`config.mk`:
```
export PLATFORM = sky130hd
export DESIGN_NAME = quad_decoder_flat
export DESIGN_NICKNAME = d
export VERILOG_FILES = /design/src/rtl/quad_decoder_pkg.sv /design/src/rtl/quad_decoder_if.sv /design/src/rtl/quad_decoder_glitch_filter.sv /design/src/rtl/quad_decoder.sv /design/src/flat_wrapper.sv
export SDC_FILE = /design/constraint.sdc
export NUM_CORES = 1
export LEC_CHECK = 0
export ABC_CLOCK_PERIOD_IN_PS = 3200
export CAP_MARGIN = 5
export CORE_UTILIZATION = 29
export CTS_CLUSTER_DIAMETER = 50
export DETAILED_ROUTE_END_ITERATION = 6
export MAX_ROUTING_LAYER = met4
export SYNTH_ARGS = -nofsm -noshare
export SYNTH_HDL_FRONTEND = slang
export SYNTH_SLANG_ARGS = --single-unit
```
`constraint.sdc`:
```
create_clock -name clk50m -period 3.2 [get_ports clk50m]
set_clock_uncertainty 0.15 [all_clocks]
set_input_delay 0.96 -clock clk50m [delete_from_list [all_inputs] [get_ports clk50m]]
set_output_delay 0.96 -clock clk50m [all_outputs]
set_load 0.01 [all_outputs]
```
`src/rtl/quad_decoder_pkg.sv`:
```
// rtl/quad_decoder_pkg.sv - shared types, phase constants and step decoder for quad_decoder
//
// Purpose: common definitions used by the quadrature decoder, its sub-module
// and its output interface.
//   state_t      : decoder FSM states (INIT, TRACK)
//   PH_*         : 2-bit {A,B} phase codes along the up sequence 00-10-11-01
//   step_t       : decode result {valid, down, illegal}
//   decode_step  : classifies the move from a previous to a current phase pair

package quad_decoder_pkg;

  typedef enum logic {
    INIT  = 1'b0,
    TRACK = 1'b1
  } state_t;

  localparam logic [1:0] PH_00 = 2'b00;
  localparam logic [1:0] PH_10 = 2'b10;
  localparam logic [1:0] PH_11 = 2'b11;
  localparam logic [1:0] PH_01 = 2'b01;

  localparam int         ERR_CNT_W   = 8;
  localparam logic [7:0] ERR_CNT_MAX = 8'hFF;

  typedef struct packed {
    logic valid;
    logic down;
    logic illegal;
  } step_t;

  // Successor of a phase pair when the encoder turns in the up direction (A leads B).
  function automatic logic [1:0] next_up(input logic [1:0] ph);
    logic [1:0] nxt;
    case (ph)
      PH_00:   nxt = PH_10;
      PH_10:   nxt = PH_11;
      PH_11:   nxt = PH_01;
      default: nxt = PH_00;
    endcase
    return nxt;
  endfunction

  // One-bit move forward along the up sequence is an up step, one-bit move
  // backward is a down step; a two-bit move has no defined direction.
  function automatic step_t decode_step(input logic [1:0] prev, input logic [1:0] cur);
    step_t res;
    res = '0;
    if (prev != cur) begin
      if (cur == next_up(prev)) begin
        res.valid = 1'b1;
      end else if (prev == next_up(cur)) begin
        res.valid = 1'b1;
        res.down  = 1'b1;
      end else begin
        res.illegal = 1'b1;
      end
    end
    return res;
  endfunction

endpackage

```
`src/rtl/quad_decoder_if.sv`:
```
// rtl/quad_decoder_if.sv - step/status bundle from the quadrature decoder to its consumer
//
// Purpose: groups the decoder outputs so the step source and the up/down
// counter (plus status readers) connect through one port.
//   step_en   : one-cycle pulse per legal phase edge (counter en)
//   step_down : direction of the current pulse, 1 = down (counter down)
//   dir       : sticky direction of the most recent legal step
//   err       : sticky illegal-transition flag
//   err_cnt   : saturating illegal-transition count
// Modports: master (decoder drives), slave (consumer reads).

interface quad_decoder_if;
  import quad_decoder_pkg::*;

  logic                 step_en;
  logic                 step_down;
  logic                 dir;
  logic                 err;
  logic [ERR_CNT_W-1:0] err_cnt;

  modport master (
    output step_en,
    output step_down,
    output dir,
    output err,
    output err_cnt
  );

  modport slave (
    input step_en,
    input step_down,
    input dir,
    input err,
    input err_cnt
  );

endinterface

```
`src/rtl/quad_decoder_glitch_filter.sv`:
```
// rtl/quad_decoder_glitch_filter.sv - per-phase synchroniser and persistence glitch filter
//
// Purpose: brings one asynchronous encoder phase into the clock domain and
// only accepts a new level once it has been stable for FILT_LEN cycles.
// Ports:
//   clk_i    : system clock, rising edge
//   rst_ni   : asynchronous active-low reset
//   async_i  : raw phase input, asynchronous to clk_i
//   bypass_i : 1 = filtered output follows the synchroniser directly
//   filt_o   : filtered phase level (registered)

module glitch_filter #(
  parameter int SYNC_STAGES = 2,
  parameter int FILT_LEN    = 4
) (
  input  logic clk_i,
  input  logic rst_ni,
  input  logic async_i,
  input  logic bypass_i,
  output logic filt_o
);

  localparam int            CW       = $clog2(FILT_LEN + 1);
  localparam logic [CW-1:0] CNT_LAST = CW'(FILT_LEN - 1);

  logic [SYNC_STAGES-1:0] sync_q, sync_d;
  logic                   filt_q, filt_d;
  logic [CW-1:0]          cnt_q, cnt_d;
  logic                   sync_out;

  assign sync_out = sync_q[SYNC_STAGES-1];

  always_comb begin
    sync_d = {sync_q[SYNC_STAGES-2:0], async_i};
    filt_d = filt_q;
    cnt_d  = cnt_q;
    if (bypass_i) begin
      filt_d = sync_out;
      cnt_d  = '0;
    end else if (sync_out == filt_q) begin
      cnt_d = '0;
    end else if (cnt_q == CNT_LAST) begin
      // This cycle is the FILT_LEN-th consecutive one with the new level,
      // so the counter "reaches" FILT_LEN exactly as the output flips.
      filt_d = sync_out;
      cnt_d  = '0;
    end else begin
      cnt_d = cnt_q + CW'(1);
    end
  end

  always_ff @(posedge clk_i or negedge rst_ni) begin
    if (!rst_ni) begin
      sync_q <= '0;
      filt_q <= 1'b0;
      cnt_q  <= '0;
    end else begin
      sync_q <= sync_d;
      filt_q <= filt_d;
      cnt_q  <= cnt_d;
    end
  end

  assign filt_o = filt_q;

endmodule

```
`src/rtl/quad_decoder.sv`:
```
// rtl/quad_decoder.sv - x4 quadrature decoder with glitch filtering and illegal-move detection
//
// Purpose: filters encoder phases A/B, emits one step pulse plus direction
// per legal phase edge and counts two-bit (illegal) transitions.
// Ports:
//   clk50m  : 50 MHz system clock, rising edge
//   rst_n   : asynchronous active-low reset
//   enc_a   : encoder phase A (asynchronous)
//   enc_b   : encoder phase B (asynchronous)
//   clr_err : synchronous clear of err / err_cnt
//   cnt_if  : master side of quad_decoder_if (step_en, step_down, dir, err, err_cnt)

module quad_decoder
  import quad_decoder_pkg::*;
#(
  parameter int SYNC_STAGES = 2,
  parameter int FILT_LEN    = 4
) (
  input  logic           clk50m,
  input  logic           rst_n,
  input  logic           enc_a,
  input  logic           enc_b,
  input  logic           clr_err,
  quad_decoder_if.master cnt_if
);

  // INIT lasts long enough for the synchronisers to fill and the filters to
  // settle on the encoder's resting position.
  localparam int            INIT_LEN  = SYNC_STAGES + FILT_LEN;
  localparam int            IW        = $clog2(INIT_LEN + 1);
  localparam logic [IW-1:0] INIT_LAST = IW'(INIT_LEN - 1);

  state_t               state_q, state_d;
  logic [IW-1:0]        init_cnt_q, init_cnt_d;
  logic [1:0]           ab_q, ab_d;
  logic                 step_en_q, step_en_d;
  logic                 step_down_q, step_down_d;
  logic                 dir_q, dir_d;
  logic                 err_q, err_d;
  logic [ERR_CNT_W-1:0] err_cnt_q, err_cnt_d;

  logic                 filt_a, filt_b;
  logic                 bypass;
  logic [1:0]           ab;
  step_t                dec;

  glitch_filter #(
    .SYNC_STAGES (SYNC_STAGES),
    .FILT_LEN    (FILT_LEN)
  ) u_filt_a (
    .clk_i    (clk50m),
    .rst_ni   (rst_n),
    .async_i  (enc_a),
    .bypass_i (bypass),
    .filt_o   (filt_a)
  );

  glitch_filter #(
    .SYNC_STAGES (SYNC_STAGES),
    .FILT_LEN    (FILT_LEN)
  ) u_filt_b (
    .clk_i    (clk50m),
    .rst_ni   (rst_n),
    .async_i  (enc_b),
    .bypass_i (bypass),
    .filt_o   (filt_b)
  );

  assign ab     = {filt_a, filt_b};
  assign bypass = (state_q == INIT);
  assign dec    = decode_step(ab_q, ab);

  always_comb begin
    state_d     = state_q;
    init_cnt_d  = init_cnt_q;
    ab_d        = ab_q;
    step_en_d   = 1'b0;
    step_down_d = 1'b0;
    dir_d       = dir_q;
    err_d       = err_q;
    err_cnt_d   = err_cnt_q;

    case (state_q)
      INIT: begin
        // The reference pair is captured only at the end so the position
        // found at reset release never produces a step.
        if (init_cnt_q == INIT_LAST) begin
          ab_d       = ab;
          init_cnt_d = '0;
          state_d    = TRACK;
        end else begin
          init_cnt_d = init_cnt_q + IW'(1);
        end
      end
      TRACK: begin
        ab_d        = ab;
        step_en_d   = dec.valid;
        step_down_d = dec.valid & dec.down;
        if (dec.valid) begin
          dir_d = dec.down;
        end
      end
      default: begin
        state_d = INIT;
      end
    endcase

    if (clr_err) begin
      err_d     = 1'b0;
      err_cnt_d = '0;
    end

    // An illegal move overrides a simultaneous clear: the clear removes the
    // history, then this event is counted as the first one.
    if ((state_q == TRACK) && dec.illegal) begin
      err_d = 1'b1;
      if (clr_err) begin
        err_cnt_d = ERR_CNT_W'(1);
      end else if (err_cnt_q != ERR_CNT_MAX) begin
        err_cnt_d = err_cnt_q + ERR_CNT_W'(1);
      end
    end
  end

  always_ff @(posedge clk50m or negedge rst_n) begin
    if (!rst_n) begin
      state_q     <= INIT;
      init_cnt_q  <= '0;
      ab_q        <= PH_00;
      step_en_q   <= 1'b0;
      step_down_q <= 1'b0;
      dir_q       <= 1'b0;
      err_q       <= 1'b0;
      err_cnt_q   <= '0;
    end else begin
      state_q     <= state_d;
      init_cnt_q  <= init_cnt_d;
      ab_q        <= ab_d;
      step_en_q   <= step_en_d;
      step_down_q <= step_down_d;
      dir_q       <= dir_d;
      err_q       <= err_d;
      err_cnt_q   <= err_cnt_d;
    end
  end

  assign cnt_if.step_en   = step_en_q;
  assign cnt_if.step_down = step_down_q;
  assign cnt_if.dir       = dir_q;
  assign cnt_if.err       = err_q;
  assign cnt_if.err_cnt   = err_cnt_q;

endmodule
```
`src/flat_wrapper.sv`:
```
// flat-port wrapper written by rule: the top's interface ports become plain ports
module quad_decoder_flat import quad_decoder_pkg::*;
#(
  parameter int SYNC_STAGES = 2,
  parameter int FILT_LEN    = 4
)
  (clk50m, rst_n, enc_a, enc_b, clr_err, cnt_if_step_en, cnt_if_step_down, cnt_if_dir, cnt_if_err, cnt_if_err_cnt);
  quad_decoder_if cnt_if_i ();
  input  logic clk50m;
  input  logic rst_n;
  input  logic enc_a;
  input  logic enc_b;
  input  logic clr_err;
  output wire logic [$bits(cnt_if_i.step_en)-1:0] cnt_if_step_en;
  output wire logic [$bits(cnt_if_i.step_down)-1:0] cnt_if_step_down;
  output wire logic [$bits(cnt_if_i.dir)-1:0] cnt_if_dir;
  output wire logic [$bits(cnt_if_i.err)-1:0] cnt_if_err;
  output wire logic [$bits(cnt_if_i.err_cnt)-1:0] cnt_if_err_cnt;
  assign cnt_if_step_en = cnt_if_i.step_en;
  assign cnt_if_step_down = cnt_if_i.step_down;
  assign cnt_if_dir = cnt_if_i.dir;
  assign cnt_if_err = cnt_if_i.err;
  assign cnt_if_err_cnt = cnt_if_i.err_cnt;
  quad_decoder #(.SYNC_STAGES(SYNC_STAGES), .FILT_LEN(FILT_LEN)) u_core (.clk50m(clk50m), .rst_n(rst_n), .enc_a(enc_a), .enc_b(enc_b), .clr_err(clr_err), .cnt_if(cnt_if_i));
endmodule
```
==> summary.txt, run 1 <==
Cell Area, Synth = 0.00131 sq mm
Library cells used by synthesis = 34
Max Slew Vio Count = 0
RSZ-0062 raised after global routing = false
Wire per inst = 11.1 um
Setup tns final = 0 ps
Slowest stage delay, CP = 580 ps
Htree depth = 2
Seq cells post-synth = 30
DP Cell Count = 182
Synthesized area per cell = 11.4 sq um
CTS tree = done
Synthesis Warnings = 0
Cells after Synth = 115
Layout area overhead = 23.7%
Highest-delay cell along the critical path = clkdlybuf4s50_1
Leak = 0.719 nW
Reg-to-Reg Start = u_core.u_filt_b.filt_o
Number of global-route vias before repair = 875
Fmax = 414 MHz
Status = complete, no violations
Setup Buffers After CTS = 0
R2R depth = 4
Initial core utilization = 30.0%
Hold_buf cts = 0
Hold Vio Cnt, Final = 0
Crit-path cells = clkdlybuf4s50_1
Cell Area, Placed = 0.00152 sq mm
Port Buffers = 16
Global route overflow = 0
R2R Setup Slk = 1110 ps
CTS Buffer Depth = 2
Routed via count = 935
CTS buffer count = 5
Initial antenna violation count = 0
Row cnt = 24
Startpoint Class = flop
Post-route cell area = 0.00162 sq mm
Bufs and invs on worst path = 1
First-pass GRT wire length = 3820 um
Tmin final = 2410 ps
Peak VDD IR = 0.279 mV
Post-route clock period utilization = 75.4%
Final Setup Violations = 0
Post-Route WL = 2110 um
Worst hold slack = 200 ps
Critical path endpoint category = output port
I/O pin count = 17
Worst hold path type = reg2reg
Gpl congestion = 0.800
Via/cell ratio = 4.92
Post-detail-place hpwl = 1530 um
Final instance count without filler cells = 190
Final Util = 37.1%
Starting DRT DRC Count = 52
CP Max Fanout = 7
Reg2reg end = u_core.cnt_if.err_cnt[5]
WP data required = 2090 ps
Nets = 145
CTS sink cnt = 30
Final ANT Viol Nets = 0
Share of cells above drive strength 1 = 10.1%
DIE AREA = 0.00478 sq mm
Worst skew pair latency = 270 ps
Max-cap viol count = 0
GRT Total Usage = 10.2%
Core ar. = 0.00435 sq mm
Root Buffer = clkbuf_8
WHS Path Cells = 0
Fill cells = 416
Rel. slew slack = 73.7%
Worst Path Class, Setup = reg2out
Multi-input logic area = 510 sq um
Cell Pwr Density = 802 mW/mm^2
Drt pass-1 iters = 4
Die width = 69.1 um
Min-delay src = u_core.u_filt_a.sync_q[0]
Clk slew on worst S/H paths = 60 ps
Largest net degree at the start of global routing = 31
Die height = 69.1 um
Synthesized Nets = 123
Area taken by flip-flops and latches = 751 sq um
ANT cells = 0
CP arrival = 1300 ps
Cell depth of the worst setup path = 1
Remaining DRCs = 0
CP delay by family, top = buffers and inverters
Worst slew pin tran = 393 ps
Sequential-to-total area share from yosys stat = 57.5%
Post-CTS Resized = 0
Hold EP = u_core.u_filt_a.sync_q[1]
[cell usage in the layout (no fill, tap or decap), drive strengths merged, types with 2 or more instances in the layout]
master / instances
nand2b: 3
ha: 3
and3: 3
clkbuf: 7
o31ai: 2
a21o: 3
nor2: 7
clkdlybuf4s50: 16
xnor2: 3
nand4: 2
xor2: 5
inv: 8
nand3: 6
a21oi: 3
nand2: 10
dfrtp: 30
or4: 2
mux2: 5
nor3: 2
nor2b: 3
[flip-flops by register name (all words and copies together), names as in the netlist]
| signal | cells |
|---|---|
| u_core.u_filt_b.sync_q | 2 |
| u_core.u_filt_a.filt_o | 1 |
| u_core.init_cnt_q | 3 |
| u_core.cnt_if.err | 1 |
| u_core.state_q | 1 |
| u_core.cnt_if.step_down | 1 |
| u_core.ab_q | 2 |
| u_core.u_filt_a.sync_q | 2 |
| u_core.u_filt_b.filt_o | 1 |
| u_core.cnt_if.dir | 1 |
| u_core.cnt_if.step_en | 1 |
| u_core.u_filt_b.cnt_q | 3 |
| u_core.u_filt_a.cnt_q | 3 |
| u_core.cnt_if.err_cnt | 8 |
[where the power goes]
| part | switching [mW] | total (mW) | internal [mW] |
|---|---|---|---|
| clock | 0.126 | 0.299 | 0.173 |
| sequential | 0.0777 | 0.549 | 0.472 |
| combinational | 0.217 | 0.447 | 0.230 |
| total | 0.421 | 1.30 | 0.875 |
[metrics by stage]
step                      setup WS [ps]  total power, mW
after floorplan                    1450            0.882
after global placement              952            0.994
after detailed placement            926             1.01
after CTS                           779             1.32
after global routing                729             1.41
final                               787             1.30
[logic make-up after synthesis]
family,synth area share (%)
fa+ha+maj,2.87
mux,5.08
compound gates,9.48
simple gates,16.3
buf+inv,3.45
flops,57.5
xor+xnor,5.36
[worst max path at each step]
stage	startpoint	end	slack [ps]
floorplan	u_core.u_filt_b.filt_o	u_core.cnt_if.err_cnt[5]	1450
global placement	clr_err	u_core.cnt_if.err_cnt[7]	950
detailed placement	clr_err	u_core.cnt_if.err_cnt[7]	930
CTS	u_core.cnt_if.err_cnt[0]	cnt_if_err_cnt[0]	780
global route	u_core.cnt_if.err_cnt[0]	cnt_if_err_cnt[0]	730
finish	u_core.cnt_if.err_cnt[0]	cnt_if_err_cnt[0]	790
[cell type report]
class / count / share of cell area, %
clock inverter: 1 / 0.310
inverter: 8 / 1.86
sequential: 30 / 46.5
tap: 52 / 4.03
timing repair buffer: 17 / 10.4
clock buffer: 7 / 5.34
multi-input combinational: 75 / 31.6
[metal layers]
layer	up-vias	track usage [%]	share of wire, %
li1	450	-	-
met3	3	3.51	5.7
met4	0	4.08	0.76
met2	26	16.0	48
met1	456	11.9	46
met5	-	-	0
[synth_stat cells (all sizes together)]
cell type  instances  area share [%]
o31ai              2             1.1
nand2b             3             1.4
nor4               1            0.48
a21oi              3             1.1
and3               3             1.5
o21a               1            0.57
inv                8             2.3
a311oi             1            0.67
a21o               3             1.7
ha                 3             2.9
o311a              1            0.77
o311ai             1            0.67
nor2               7             2.0
nor2b              3             1.4
o41ai              1            0.67
nand4              2            0.96
xor2               5             3.4
o21bai             1            0.57
nor3               2            0.77
a31oi              1            0.48
clkbuf             1            0.29
mux2i              1            0.77
dfrtp             30              57
buf                1            0.86
o21ai              1            0.38
and4b              1            0.77
o32ai              1            0.67
xnor2              3             2.0
or4                2             1.1
nand3              6             2.3
nand2             10             2.9
mux2               5             4.3
nor3b              1            0.57
Note: power is estimated with default switching activity, not from simulation.
==> run 2: changes to the inputs <==
--- a/config.mk
+++ b/config.mk
@@ -5,7 +5,7 @@
 export SDC_FILE = /design/constraint.sdc
 export NUM_CORES = 1
 export LEC_CHECK = 0
-export ABC_CLOCK_PERIOD_IN_PS = 3200
+export ABC_CLOCK_PERIOD_IN_PS = 2000
 export CAP_MARGIN = 5
 export CORE_UTILIZATION = 29
 export CTS_CLUSTER_DIAMETER = 50
==> constraint.sdc (replaced) <==
create_clock -name clk50m -period 2 [get_ports clk50m]
set_clock_uncertainty 0.15 [all_clocks]
set_input_delay 0.6 -clock clk50m [delete_from_list [all_inputs] [get_ports clk50m]]
set_output_delay 0.6 -clock clk50m [all_outputs]
set_load 0.01 [all_outputs]
==> run 2 against run 1 <==
Against the previous run:
- die area did not move
- via count increased by 4.4%
- largest power group unchanged
- critical path depth unchanged
- worst setup slack worse by 720 ps
==> summary.txt, run 2 (same netlist as run 1, synthesis figures left out) <==
Status = complete, no violations
Via/cell ratio = 4.95
Fill cells = 422
CTS buffer count = 5
Worst hold path type = reg2reg
Setup tns final = 0 ps
WP data required = 1250 ps
DP Cell Count = 185
DIE AREA = 0.00478 sq mm
Critical path endpoint category = output port
Global route overflow = 0
Max-cap viol count = 0
Max Slew Vio Count = 0
CP Max Fanout = 2
Slowest stage delay, CP = 540 ps
Post-route clock period utilization = 96.4%
Final Setup Violations = 0
Port Buffers = 16
Share of cells above drive strength 1 = 17.9%
CP delay by family, top = buffers and inverters
ANT cells = 0
Clk slew on worst S/H paths = 60 ps
Row cnt = 24
Startpoint Class = flop
CTS Buffer Depth = 2
Worst Path Class, Setup = reg2out
Bufs and invs on worst path = 1
Layout area overhead = 32.1%
Multi-input logic area = 515 sq um
Largest net degree at the start of global routing = 31
Hold_buf cts = 0
Post-route cell area = 0.00173 sq mm
Initial core utilization = 30.0%
Starting DRT DRC Count = 74
Cell Area, Placed = 0.00155 sq mm
Worst slew pin tran = 407 ps
Die height = 69.1 um
First-pass GRT wire length = 4370 um
Number of global-route vias before repair = 1031
Root Buffer = clkbuf_8
Crit-path cells = clkdlybuf4s50_1
Final instance count without filler cells = 197
Htree depth = 2
Max reg flops = 8
Nets = 152
Core ar. = 0.00435 sq mm
Post-detail-place hpwl = 1630 um
Initial antenna violation count = 0
Commonest non-fill, non-tap cell in the layout = dfrtp_1
CTS tree = done
Highest-delay cell along the critical path = clkdlybuf4s50_1
Remaining DRCs = 0
Routed via count = 976
I/O pin count = 17
Drt pass-1 iters = 4
Wire per inst = 12.2 um
Tmin final = 1930 ps
Peak VDD IR = 0.502 mV
Die width = 69.1 um
Worst skew pair latency = 280 ps
Hold Vio Cnt, Final = 0
Fmax = 519 MHz
Post-Route WL = 2410 um
Total power = 2.39 mW
Cell Pwr Density = 1390 mW/mm^2
Leak = 0.803 nW
RSZ-0062 raised after global routing = false
Gpl congestion = 0.860
GRT Total Usage = 12.0%
Area taken by flip-flops and latches = 754 sq um
Worst hold slack = 202 ps
Rel. slew slack = 72.8%
Most frequent cells in the layout = dfrtp_1 (27), clkdlybuf4s50_1 (11), nand2_1 (10)
CTS sink cnt = 30
Final ANT Viol Nets = 0
CP arrival = 1180 ps
==> run 2: cell count changes in the layout (fill, tap and decap cells not counted) <==
cell / change
clkbuf_1: -1
nand3_1: -1
buf_4: +7
dlymetal6s2s_1: +1
clkdlybuf4s50_1: -5
dfrtp_2: +3
bufinv_16: +2
dfrtp_1: -3
clkinv_2: -1
nand3_2: +1
dlygate4sd2_1: +4
==> run 2: layout make-up <==
| type | instances | share of cell area, % |
|---|---|---|
| clock inverter | 2 | 3.48 |
| sequential | 30 | 43.7 |
| inverter | 8 | 1.74 |
| timing repair buffer | 24 | 12.6 |
| tap | 52 | 3.77 |
| clock buffer | 6 | 4.79 |
| multi-input combinational | 75 | 29.9 |
==> run 2: repair_timing <==
action,CTS,global route
resized for setup,7,2
buffers inserted,4,0
gates cloned,0,0
endpoints found under the setup margin,8,4
==> run 2: power by group <==
| group | total, mW | internal, mW | switching [mW] | leakage, nW |
|---|---|---|---|---|
| Clock | 0.761 | 0.531 | 0.230 | 0.0714 |
| Combinational | 0.765 | 0.384 | 0.382 | 0.354 |
| Sequential | 0.866 | 0.759 | 0.107 | 0.378 |
==> run 2: stage by stage <==
step                utilization, %  setup WS (ps)
global placement              35.5            127
global route                  39.6           21.3
detailed placement            35.5           65.2
floorplan                        -            252
CTS                           39.5           12.9
finish                        39.6           71.6
==> run 2: final timing paths <==
check                                          start                   endpoint  slack [ps]  cells past startpoint
max in group asynchronous                      rst_n   u_core.cnt_if.err_cnt[0]         850                      2
hold / removal             u_core.u_filt_a.sync_q[0]  u_core.u_filt_a.sync_q[1]         200                      0
min in group asynchronous                      rst_n   u_core.cnt_if.err_cnt[6]         550                      2
setup reg to reg                      u_core.ab_q[1]   u_core.cnt_if.err_cnt[5]         110                      4
setup / recovery            u_core.cnt_if.err_cnt[4]          cnt_if_err_cnt[4]          70                      1
hold reg to reg            u_core.u_filt_a.sync_q[0]  u_core.u_filt_a.sync_q[1]         200                      0
==> run 2: metal layers <==
layer  track usage (%)  share of wire [%]
met5                 -                  0
met4              5.67                2.1
met3              5.70                6.3
met2              19.2                 49
met1              12.3                 43
==> run 3: changes to the inputs <==
--- a/config.mk
+++ b/config.mk
@@ -11,6 +11,8 @@
 export CTS_CLUSTER_DIAMETER = 50
 export DETAILED_ROUTE_END_ITERATION = 6
 export MAX_ROUTING_LAYER = met4
+export REMOVE_ABC_BUFFERS = 1
 export SYNTH_ARGS = -nofsm -noshare
 export SYNTH_HDL_FRONTEND = slang
 export SYNTH_SLANG_ARGS = --single-unit
+export TNS_END_PERCENT = 10
==> run 3 against run 2 <==
Against the previous run:
- register-to-register slack about the same
- global-route usage fell by 0.28 points
- wire length increased by 4.5%
- power decreased by 11%
- sequential power hardly changed
- first-iteration DRC count fell by 54%
- worst hold slack worse by 3.8 ps
- critical path type unchanged
- critical endpoint is now cnt_if_err_cnt[2]
==> summary.txt, run 3 (same netlist as run 1, synthesis figures left out) <==
Via/cell ratio = 5.11
Starting DRT DRC Count = 34
Final Setup Violations = 0
Worst slew pin tran = 427 ps
Rel. slew slack = 71.4%
Tmin final = 1930 ps
Cell Area, Placed = 0.00155 sq mm
Initial antenna violation count = 0
ANT cells = 0
Final Util = 38.1%
Port Buffers = 16
Global route overflow = 0
Leak = 0.800 nW
Die height = 69.1 um
Most frequent cells in the layout = dfrtp_1 (27), nand2_1 (10), clkdlybuf4s50_1 (9)
Max Slew Vio Count = 0
Highest-delay cell along the critical path = clkdlybuf4s50_1
Crit-path cells = clkdlybuf4s50_1
RSZ-0062 raised after global routing = false
Commonest non-fill, non-tap cell in the layout = dfrtp_1
Max-cap viol count = 0
First-pass GRT wire length = 4160 um
Fill cells = 414
CTS tree = done
Row cnt = 24
Area taken by flip-flops and latches = 754 sq um
Startpoint Class = flop
CTS Buffer Depth = 2
CTS buffer count = 5
I/O pin count = 17
Status = complete, no violations
DIE AREA = 0.00478 sq mm
Fmax = 518 MHz
Setup tns final = 0 ps
Die width = 69.1 um
Remaining DRCs = 0
Root Buffer = clkbuf_8
Post-detail-place hpwl = 1700 um
Worst hold path type = reg2reg
Final ANT Viol Nets = 0
Multi-input logic area = 519 sq um
Post-route cell area = 0.00166 sq mm
Clk slew on worst S/H paths = 60 ps
Core ar. = 0.00435 sq mm
Max reg flops = 8
Critical path endpoint category = output port
Drt pass-1 iters = 4
Peak VDD IR = 0.507 mV
Post-Route WL = 2520 um
Htree depth = 2
WP data required = 1250 ps
Initial core utilization = 30.0%
Wire per inst = 12.9 um
Slowest stage delay, CP = 530 ps
Total power = 2.12 mW
Largest net degree at the start of global routing = 31
CP arrival = 1180 ps
Cell Pwr Density = 1280 mW/mm^2
Worst Path Class, Setup = reg2out
Worst skew pair latency = 280 ps
Bufs and invs on worst path = 1
Hold Vio Cnt, Final = 0
Post-route clock period utilization = 96.6%
CP delay by family, top = buffers and inverters
CTS sink cnt = 30
Share of cells above drive strength 1 = 17.5%
Number of global-route vias before repair = 949
Layout area overhead = 27.0%
Gpl congestion = 0.834
CP Max Fanout = 3
GRT Total Usage = 11.7%
Routed via count = 996
Nets = 151
==> run 3: per-layer routing <==
layer  GRT usage [%]  routed length (um)
met4            7.94                  53
met2            17.6                1240
met1            12.6                1060
met3            4.68                 163
met5               -                   0
==> run 3: final timing paths <==
kind	startpoint	endpoint	slack, ps	depth (start not counted)
min in group asynchronous	rst_n	u_core.u_filt_a.cnt_q[0]	560	2
max in group asynchronous	rst_n	u_core.cnt_if.err_cnt[1]	840	2
worst min-delay path	u_core.u_filt_a.sync_q[0]	u_core.u_filt_a.sync_q[1]	200	0
worst min register to register	u_core.u_filt_a.sync_q[0]	u_core.u_filt_a.sync_q[1]	200	0
worst max register to register	u_core.cnt_if.err_cnt[0]	u_core.cnt_if.err_cnt[3]	120	5
worst max-delay path	u_core.cnt_if.err_cnt[2]	cnt_if_err_cnt[2]	70	1
==> run 3: through the flow <==
step / hold WS, ps / instances / setup slack [ps]
floorplan: 154 / 113 / 211
global placement: 185 / 185 / 110
detailed placement: 188 / 185 / 44.8
CTS: 203 / 192 / 1.60
global route: 205 / 195 / 2.77
finish: 199 / 195 / 68.1
==> run 3: worst register-to-register path, stage by stage, from the launching register on <==
cell	delay, ps
dfrtp_2	460
ha_1	250
nand4_1	160
nor2_1	140
or4_1	500
a21oi_2	150
==> run 3: cell type report <==
class                           instances  share of cell area (%)
Sequential cell                        30                    45.5
Multi-Input combinational cell         75                    31.3
Timing Repair Buffer                   23                    12.7
Clock buffer                            5                    4.15
Tap cell                               52                    3.92
Inverter                                8                    1.81
Clock inverter                          2                   0.603
==> run 3: timing repair <==
item / 4_1_cts / 5_1_grt
hold endpoints to repair: 0 / 0
hold buffers: 0 / 0
buffers inserted: 0 / 3
resized for setup: 8 / 4
pin swaps: 0 / 0
setup endpoints to repair: 7 / 5
==> run 3: where the power goes <==
group | switching, mW | total, mW | internal (mW)
clock | 0.217 | 0.450 | 0.233
combinational | 0.402 | 0.809 | 0.407
sequential | 0.106 | 0.865 | 0.759
total | 0.725 | 2.12 | 1.40
